[src/rtl/fir_xifu_ex_pkg.sv]
// Shared types and constants for the FIR XIF coprocessor execute stage.
package fir_xifu_ex_pkg;

  localparam int unsigned DOTP_LANE_W = 16;
  localparam int unsigned DOTP_LANES  = 2;
  localparam int unsigned REG_AW      = 5;

  typedef enum logic [1:0] {
    INVALID  = 2'd0,
    XFIRLW   = 2'd1,
    XFIRSW   = 2'd2,
    XFIRDOTP = 2'd3
  } instr_e;

  typedef enum logic [1:0] {
    IDLE     = 2'd0,
    MEM_REQ  = 2'd1,
    MEM_WAIT = 2'd2,
    WB       = 2'd3
  } ex_state_e;

  typedef struct packed {
    instr_e              instr;
    logic [REG_AW-1:0]   rs1;
    logic [REG_AW-1:0]   rs2;
    logic [REG_AW-1:0]   rd;
    logic [31:0]         base;
    logic [31:0]         offset;
  } id_ex_t;

  typedef struct packed {
    logic [REG_AW-1:0] waddr;
    logic [31:0]       wdata;
  } ex_wb_t;

  // Register fields are 5 bits wide but the internal file may be smaller.
  function automatic logic [REG_AW-1:0] reg_idx(input logic [REG_AW-1:0] r,
                                                input int unsigned nregs);
    return REG_AW'(32'(r) % nregs);
  endfunction

endpackage

[src/rtl/fir_xifu_ex_if.sv]
// XIF memory request/result channel between the execute stage and the core.
interface fir_xifu_ex_if #(
  parameter int unsigned ID_WIDTH = 4
) ();

  logic                valid;
  logic                ready;
  logic [31:0]         addr;
  logic                we;
  logic [31:0]         wdata;
  logic [ID_WIDTH-1:0] id;
  logic                result_valid;
  logic [31:0]         rdata;

  modport master (
    output valid, addr, we, wdata, id,
    input  ready, result_valid, rdata
  );

  modport slave (
    input  valid, addr, we, wdata, id,
    output ready, result_valid, rdata
  );

endinterface

[src/rtl/fir_xifu_dotp.sv]
// Combinational packed 2x16-bit signed multiply-accumulate: c + a.lo*b.lo + a.hi*b.hi.
module fir_xifu_dotp
  import fir_xifu_ex_pkg::*;
(
  input  logic [31:0] a_i,
  input  logic [31:0] b_i,
  input  logic [31:0] c_i,
  output logic [31:0] res_o
);

  logic signed [2*DOTP_LANE_W-1:0] lane_prod [DOTP_LANES];

  for (genvar gi = 0; gi < DOTP_LANES; gi++) begin : g_lane
    logic signed [DOTP_LANE_W-1:0] a_lane;
    logic signed [DOTP_LANE_W-1:0] b_lane;
    assign a_lane        = a_i[gi*DOTP_LANE_W +: DOTP_LANE_W];
    assign b_lane        = b_i[gi*DOTP_LANE_W +: DOTP_LANE_W];
    assign lane_prod[gi] = a_lane * b_lane;
  end

  // Plain 32-bit wrap; no saturation on the accumulate.
  assign res_o = c_i + lane_prod[0] + lane_prod[1];

endmodule

[src/rtl/fir_xifu_ex.sv]
// Execute stage of the FIR XIF coprocessor: load/store address generation and
// memory handshake, packed dot-product MAC, and register-file writeback.
module fir_xifu_ex
  import fir_xifu_ex_pkg::*;
#(
  parameter int unsigned ID_WIDTH = 4,
  parameter int unsigned NREGS    = 32
) (
  input  logic                clk_i,
  input  logic                rst_i,
  input  logic                clear_i,
  input  logic                valid_i,
  input  instr_e              instr_i,
  input  logic [31:0]         base_i,
  input  logic [31:0]         offset_i,
  input  logic [4:0]          rs1_i,
  input  logic [4:0]          rs2_i,
  input  logic [4:0]          rd_i,
  input  logic [ID_WIDTH-1:0] id_i,
  output logic                ready_o,
  output logic [4:0]          rf_raddr_a_o,
  output logic [4:0]          rf_raddr_b_o,
  output logic [4:0]          rf_raddr_c_o,
  input  logic [31:0]         rf_rdata_a_i,
  input  logic [31:0]         rf_rdata_b_i,
  input  logic [31:0]         rf_rdata_c_i,
  output logic                rf_we_o,
  output logic [4:0]          rf_waddr_o,
  output logic [31:0]         rf_wdata_o,
  fir_xifu_ex_if.master       mem,
  output logic                done_o,
  output logic [ID_WIDTH-1:0] done_id_o
);

  ex_state_e           state_reg, state_next;
  logic                kill_reg, kill_next;
  instr_e              instr_reg;
  logic [ID_WIDTH-1:0] id_reg;
  logic [31:0]         addr_reg;
  logic [31:0]         sdata_reg;
  ex_wb_t              wb_reg;

  id_ex_t      id_ex;
  logic        accept;
  logic        load_capture;
  logic [31:0] dotp_res;

  assign id_ex = '{instr: instr_i, rs1: rs1_i, rs2: rs2_i, rd: rd_i,
                   base: base_i, offset: offset_i};

  assign rf_raddr_a_o = reg_idx(id_ex.rs1, NREGS);
  assign rf_raddr_b_o = reg_idx(id_ex.rs2, NREGS);
  assign rf_raddr_c_o = reg_idx(id_ex.rd, NREGS);

  fir_xifu_dotp u_dotp (
    .a_i   (rf_rdata_a_i),
    .b_i   (rf_rdata_b_i),
    .c_i   (rf_rdata_c_i),
    .res_o (dotp_res)
  );

  assign ready_o = (state_reg == IDLE);
  // A flush presented alongside a new instruction drops that instruction.
  assign accept  = valid_i && ready_o && !clear_i && (id_ex.instr != INVALID);

  assign load_capture = (state_reg == MEM_WAIT) && mem.result_valid && !kill_reg
                        && !clear_i && (instr_reg == XFIRLW);

  always_comb begin
    state_next = state_reg;
    kill_next  = kill_reg;
    unique case (state_reg)
      IDLE: begin
        if (accept) begin
          state_next = (id_ex.instr == XFIRDOTP) ? WB : MEM_REQ;
        end
      end
      MEM_REQ: begin
        // Once the request is accepted the result must still be drained.
        if (mem.ready) begin
          state_next = MEM_WAIT;
          kill_next  = clear_i;
        end else if (clear_i) begin
          state_next = IDLE;
        end
      end
      MEM_WAIT: begin
        if (mem.result_valid) begin
          state_next = (kill_reg || clear_i) ? IDLE : WB;
        end else if (clear_i) begin
          kill_next = 1'b1;
        end
      end
      WB: begin
        state_next = IDLE;
      end
      default: begin
        state_next = IDLE;
      end
    endcase
    if (state_next == IDLE) begin
      kill_next = 1'b0;
    end
  end

  always_ff @(posedge clk_i) begin
    if (rst_i) begin
      state_reg <= IDLE;
      kill_reg  <= 1'b0;
      instr_reg <= INVALID;
      id_reg    <= '0;
      addr_reg  <= '0;
      sdata_reg <= '0;
      wb_reg    <= '0;
    end else begin
      state_reg <= state_next;
      kill_reg  <= kill_next;
      if (accept) begin
        instr_reg    <= id_ex.instr;
        id_reg       <= id_i;
        addr_reg     <= id_ex.base + id_ex.offset;
        sdata_reg    <= rf_rdata_b_i;
        wb_reg.waddr <= reg_idx(id_ex.rd, NREGS);
        wb_reg.wdata <= dotp_res;
      end else if (load_capture) begin
        wb_reg.wdata <= mem.rdata;
      end
    end
  end

  assign mem.valid = (state_reg == MEM_REQ);
  assign mem.addr  = addr_reg;
  assign mem.we    = (instr_reg == XFIRSW);
  assign mem.wdata = sdata_reg;
  assign mem.id    = id_reg;

  assign rf_we_o    = (state_reg == WB) && !clear_i && (instr_reg != XFIRSW);
  assign rf_waddr_o = wb_reg.waddr;
  assign rf_wdata_o = wb_reg.wdata;
  assign done_o     = (state_reg == WB) && !clear_i;
  assign done_id_o  = id_reg;

endmodule

[src/flat_wrapper.sv]
// flat-port wrapper written by rule: the top's interface ports become plain ports
module fir_xifu_ex_flat import fir_xifu_ex_pkg::*;
#(
  parameter int unsigned ID_WIDTH = 4,
  parameter int unsigned NREGS    = 32
)
  (clk_i, rst_i, clear_i, valid_i, instr_i, base_i, offset_i, rs1_i, rs2_i, rd_i, id_i, ready_o, rf_raddr_a_o, rf_raddr_b_o, rf_raddr_c_o, rf_rdata_a_i, rf_rdata_b_i, rf_rdata_c_i, rf_we_o, rf_waddr_o, rf_wdata_o, done_o, done_id_o, mem_valid, mem_addr, mem_we, mem_wdata, mem_id, mem_ready, mem_result_valid, mem_rdata);
  fir_xifu_ex_if #(.ID_WIDTH(ID_WIDTH)) mem_i ();
  input  logic clk_i;
  input  logic rst_i;
  input  logic clear_i;
  input  logic valid_i;
  input  instr_e instr_i;
  input  logic [31:0] base_i;
  input  logic [31:0] offset_i;
  input  logic [4:0] rs1_i;
  input  logic [4:0] rs2_i;
  input  logic [4:0] rd_i;
  input  logic [ID_WIDTH-1:0] id_i;
  output logic ready_o;
  output logic [4:0] rf_raddr_a_o;
  output logic [4:0] rf_raddr_b_o;
  output logic [4:0] rf_raddr_c_o;
  input  logic [31:0] rf_rdata_a_i;
  input  logic [31:0] rf_rdata_b_i;
  input  logic [31:0] rf_rdata_c_i;
  output logic rf_we_o;
  output logic [4:0] rf_waddr_o;
  output logic [31:0] rf_wdata_o;
  output logic done_o;
  output logic [ID_WIDTH-1:0] done_id_o;
  output wire logic [$bits(mem_i.valid)-1:0] mem_valid;
  output wire logic [$bits(mem_i.addr)-1:0] mem_addr;
  output wire logic [$bits(mem_i.we)-1:0] mem_we;
  output wire logic [$bits(mem_i.wdata)-1:0] mem_wdata;
  output wire logic [$bits(mem_i.id)-1:0] mem_id;
  input wire logic [$bits(mem_i.ready)-1:0] mem_ready;
  input wire logic [$bits(mem_i.result_valid)-1:0] mem_result_valid;
  input wire logic [$bits(mem_i.rdata)-1:0] mem_rdata;
  assign mem_valid = mem_i.valid;
  assign mem_addr = mem_i.addr;
  assign mem_we = mem_i.we;
  assign mem_wdata = mem_i.wdata;
  assign mem_id = mem_i.id;
  assign mem_i.ready = mem_ready;
  assign mem_i.result_valid = mem_result_valid;
  assign mem_i.rdata = mem_rdata;
  fir_xifu_ex #(.ID_WIDTH(ID_WIDTH), .NREGS(NREGS)) u_core (.clk_i(clk_i), .rst_i(rst_i), .clear_i(clear_i), .valid_i(valid_i), .instr_i(instr_i), .base_i(base_i), .offset_i(offset_i), .rs1_i(rs1_i), .rs2_i(rs2_i), .rd_i(rd_i), .id_i(id_i), .ready_o(ready_o), .rf_raddr_a_o(rf_raddr_a_o), .rf_raddr_b_o(rf_raddr_b_o), .rf_raddr_c_o(rf_raddr_c_o), .rf_rdata_a_i(rf_rdata_a_i), .rf_rdata_b_i(rf_rdata_b_i), .rf_rdata_c_i(rf_rdata_c_i), .rf_we_o(rf_we_o), .rf_waddr_o(rf_waddr_o), .rf_wdata_o(rf_wdata_o), .mem(mem_i), .done_o(done_o), .done_id_o(done_id_o));
endmodule
[config.mk]
export PLATFORM = sky130hd
export DESIGN_NAME = fir_xifu_ex_flat
export DESIGN_NICKNAME = d
export VERILOG_FILES = /design/src/rtl/fir_xifu_ex_pkg.sv /design/src/rtl/fir_xifu_ex_if.sv /design/src/rtl/fir_xifu_dotp.sv /design/src/rtl/fir_xifu_ex.sv /design/src/flat_wrapper.sv
export SDC_FILE = /design/constraint.sdc
export NUM_CORES = 2
export LEC_CHECK = 0
export CAP_MARGIN = 10
export CORE_MARGIN = 4
export CORE_UTILIZATION = 45
export CTS_CLUSTER_DIAMETER = 80
export DETAILED_ROUTE_END_ITERATION = 7
export PLACE_DENSITY = 0.68
export SLEW_MARGIN = 20
export SYNTH_ARGS = -nofsm -noshare
export SYNTH_HDL_FRONTEND = slang
export SYNTH_SLANG_ARGS = --single-unit
[constraint.sdc]
create_clock -name clk_i -period 9.2 [get_ports clk_i]
set_input_delay 1.38 -clock clk_i [delete_from_list [all_inputs] [get_ports clk_i]]
set_output_delay 1.38 -clock clk_i [all_outputs]
set_load 0.01 [all_outputs]
==> results <==
- The layout has 5436 filler cells.
- The congestion estimate from routability-driven global placement came to 0.9057.
- The detailed placement HPWL is 64860 um.
- The routed design has 74120 um of wire.
- The count of unique library cells instantiated by Yosys is 60.
- The most common cell type on the critical path is sky130_fd_sc_hd__fa_1.
- The length of routed met3 wiring is 3551 um.
- The share of flip-flops with an asynchronous set or reset is 0%.
- For the pin with the worst max-slew slack, the measured transition is 1.001 ns.
- The number of antenna violations at the first check in global routing is 3.
- The net count of the finished layout is 4243.
- The floorplan row count is 88.
- The cell with the largest stage delay on the worst path is sky130_fd_sc_hd__clkdlybuf4s50_1.
- The detailed router put a total of 29120 um of wire on met1.
- The number of global-route vias before repair is 22034.
- Clock latency on the worst-skew pair, taken at its later pin, is 0.40 ns.
- The routed via count is 20189.
- The data arrival at the endpoint of the critical path is 9.09 ns.
- Compared with the post-synthesis result, the final layout area differs by 18.49%.
- When the netlist entered floorplanning its net count stood at 3920.
- The total die area is 62680 um^2.
- The total standard cell area after synthesis is 26430 um^2.
- The initial utilization of the core area, before any placement, comes to 45.64%.
- The tree is rooted in a sky130_fd_sc_hd__clkbuf_16.
- The die width is 250.4 um.
- The level count of the clock H-tree is 3.
- Port buffering added 327 buffers.
- The average instance area after synthesis is 9.080 um^2.
- The total of warnings raised by yosys is 0.
- The count of routing violations after the opening detailed-route iteration is 1122.
- In the final layout, the multi-input gates occupy 21070 um^2.
- Gates resized during post-CTS repair numbered 0.
- Setup repair after global routing left no endpoint under its margin.
- The worst setup path is of the input pin to register kind.
- Clock-pin slew was measured on the worst setup and hold paths at 0.09 ns.
- The number of enable-type register cells in the synthesized netlist is 0.
- The worst hold margin is 0.4537 ns.
- Of the synthesized area, sequential elements account for 8.331%.
- The number of hold buffers added after CTS was 0.
- The global-route total usage across every layer is 24.67%.
- The total congestion overflow is 0.
- Setup violations remaining at the end of the flow were counted as 0.
- The max-slew violation total from the final report was 0.
- In this run the standard cell core region covers 57920 um^2.
- The worst setup path is launched from an input pin.
- Detailed routing placed a total of 38110 um of wire on met2.
- Counting the buffers created by CTS gives 9.
- The first global-routing pass estimated 120700 um of wire.
- The number of max-cap violations is 0.
- The clock net in this run drives a total of 110 sinks.
- The top routing layer in use is met4.
- The stage delay of the slowest cell on the critical path is 0.64 ns.
- Data on the critical path is required at its endpoint by 9.50 ns.
- The die is 250.4 um tall.
- The maximum net fanout on the critical path is 10.
- The setup clock skew after layout is 0.01690 ns.
- After clock tree synthesis, the setup repair step added 0 buffers.
- Counting along the longest clock path gives a buffer depth of 2.
- Derived from the worst setup path, the maximum achievable clock frequency is 113.8 MHz.
- TritonCTS built the clock tree.
- The path category of the worst min-delay check is register to register.
- The part of the cycle the worst path needs is 95.48%.
- Of the cells placed in the final design, the portion with a size suffix greater than 1 is 4.631%.
- Adding up every negative setup slack in the final design gives 0 ns.
- After synthesis the netlist holds a flip-flop and latch count of 110.
- The run finished with clean final reports.
- Entering global routing, the biggest net connects 91 pins.
- The worst pin sits at a relative slew slack of 33.25%.
- In the layout the commonest cells are sky130_fd_sc_hd__inv_1 (698), sky130_fd_sc_hd__fa_1 (623), sky130_fd_sc_hd__nand2_1 (419).
- The first-pass iteration count of the detailed router is 5.
- Across all register-to-register paths, the minimum setup slack is 6.68 ns.
- The count of cells in the finished layout, fillers not included, comes to 4007.
- The most frequent standard cell in the layout excluding fill and tap cells is sky130_fd_sc_hd__inv_1.
- In the final routed layout, each cell accounts on average for 18.50 um.
- After detailed routing, the number of remaining DRC violations is 0.
- The storage element area is 2202 um^2.
- In the routed layout, each cell is associated on average with a via count of 5.038.
- Synthesis handed over a netlist of 2911 instances.
- The dominant synthesized flop cell is sky130_fd_sc_hd__dfxtp_1.
- 348 I/O pins were placed.
- The placed instance count is 3988.
- The hold violation count in the final report is 0.
- The number of antenna-violating nets in the routed design is 0.
- The worst setup path is captured at a register.
- The post-route minimum period is 8.784 ns.
-- final cells by class --
cell class	count	area share (%)
Multi-Input combinational cell	1973	67.28
Timing Repair Buffer	441	13.26
Inverter	699	8.378
Sequential cell	110	7.031
Tap cell	765	3.056
Clock buffer	10	0.7311
Clock inverter	6	0.2477
Antenna cell	3	0.02397
-- synth_stat cells, types with 7 or more instances --
| master | instances | area share, % |
|---|---|---|
| sky130_fd_sc_hd__o21ai_1 | 11 | 0.21 |
| sky130_fd_sc_hd__inv_1 | 698 | 9.9 |
| sky130_fd_sc_hd__xnor2_1 | 54 | 1.8 |
| sky130_fd_sc_hd__xor2_1 | 23 | 0.76 |
| sky130_fd_sc_hd__nand3_1 | 12 | 0.23 |
| sky130_fd_sc_hd__nor3_1 | 11 | 0.21 |
| sky130_fd_sc_hd__and2_1 | 222 | 5.3 |
| sky130_fd_sc_hd__nand2b_1 | 15 | 0.36 |
| sky130_fd_sc_hd__nand2_1 | 419 | 6.0 |
| sky130_fd_sc_hd__fa_1 | 623 | 47 |
| sky130_fd_sc_hd__a21o_1 | 24 | 0.68 |
| sky130_fd_sc_hd__a211oi_1 | 27 | 0.77 |
| sky130_fd_sc_hd__dfxtp_1 | 110 | 8.3 |
| sky130_fd_sc_hd__buf_4 | 19 | 0.54 |
| sky130_fd_sc_hd__a21oi_1 | 125 | 2.4 |
| sky130_fd_sc_hd__o21a_1 | 7 | 0.20 |
| sky130_fd_sc_hd__buf_1 | 8 | 0.11 |
| sky130_fd_sc_hd__clkbuf_1 | 99 | 1.4 |
| sky130_fd_sc_hd__ha_1 | 167 | 7.9 |
| sky130_fd_sc_hd__o21ai_0 | 23 | 0.44 |
| sky130_fd_sc_hd__o21bai_1 | 12 | 0.34 |
| sky130_fd_sc_hd__nor2_1 | 87 | 1.2 |
| sky130_fd_sc_hd__mux2i_1 | 30 | 1.1 |
-- worst max-delay path, delay by kind of cell --
kind                     cells  cell delay (ns)
XOR/XNOR                     1             0.09
buffers and inverters        9             1.52
adder cells (fa/ha/maj)      9             4.23
AND/OR/NAND/NOR              1             0.31
AO/OA/AOI/OAI                7             1.57
-- worst paths after layout --
path	start	endpoint	depth (start not counted)
setup / recovery	rf_rdata_a_i[31]	u_core.rf_wdata_o[31]	27
hold / removal	u_core.mem.addr[12]	u_core.mem.addr[12]	2
setup reg to reg	u_core.state_reg[1]	u_core.rf_wdata_o[16]	6
hold reg to reg	u_core.mem.addr[12]	u_core.mem.addr[12]	2
-- routing by layer --
layer	global-route usage, %	up-vias
met5	0	-
met4	9.859	0
met3	3.572	134
met2	43.24	525
met1	30.83	10305
li1	-	9225
-- cell families after synthesis --
group                    count (synthesis)  share of synthesized area (%)
AO/OA/AOI/OAI                          274                          6.604
buffers and inverters                  828                          12.04
multiplexers                            33                          1.264
adder cells (fa/ha/maj)                790                          55.09
AND/OR/NAND/NOR                        799                          14.12
XOR/XNOR                                77                          2.551
flip-flops                             110                          8.331
-- stage by stage --
step | area, um^2 | util (%) | worst slack [ns]
6_report | 31320 | 54.08 | 0.4161
5_1_grt | 31320 | 54.08 | 0.04708
4_1_cts | 31310 | 54.06 | 0.4906
3_5_place_dp | 31000 | 53.53 | 0.08982
3_3_place_gp | 31000 | 53.53 | 0.1510
2_1_floorplan | 26430 | - | 0.5573
Power is not shown: default switching activity piles up to over one toggle a cycle in this logic, so the estimate is an artifact.
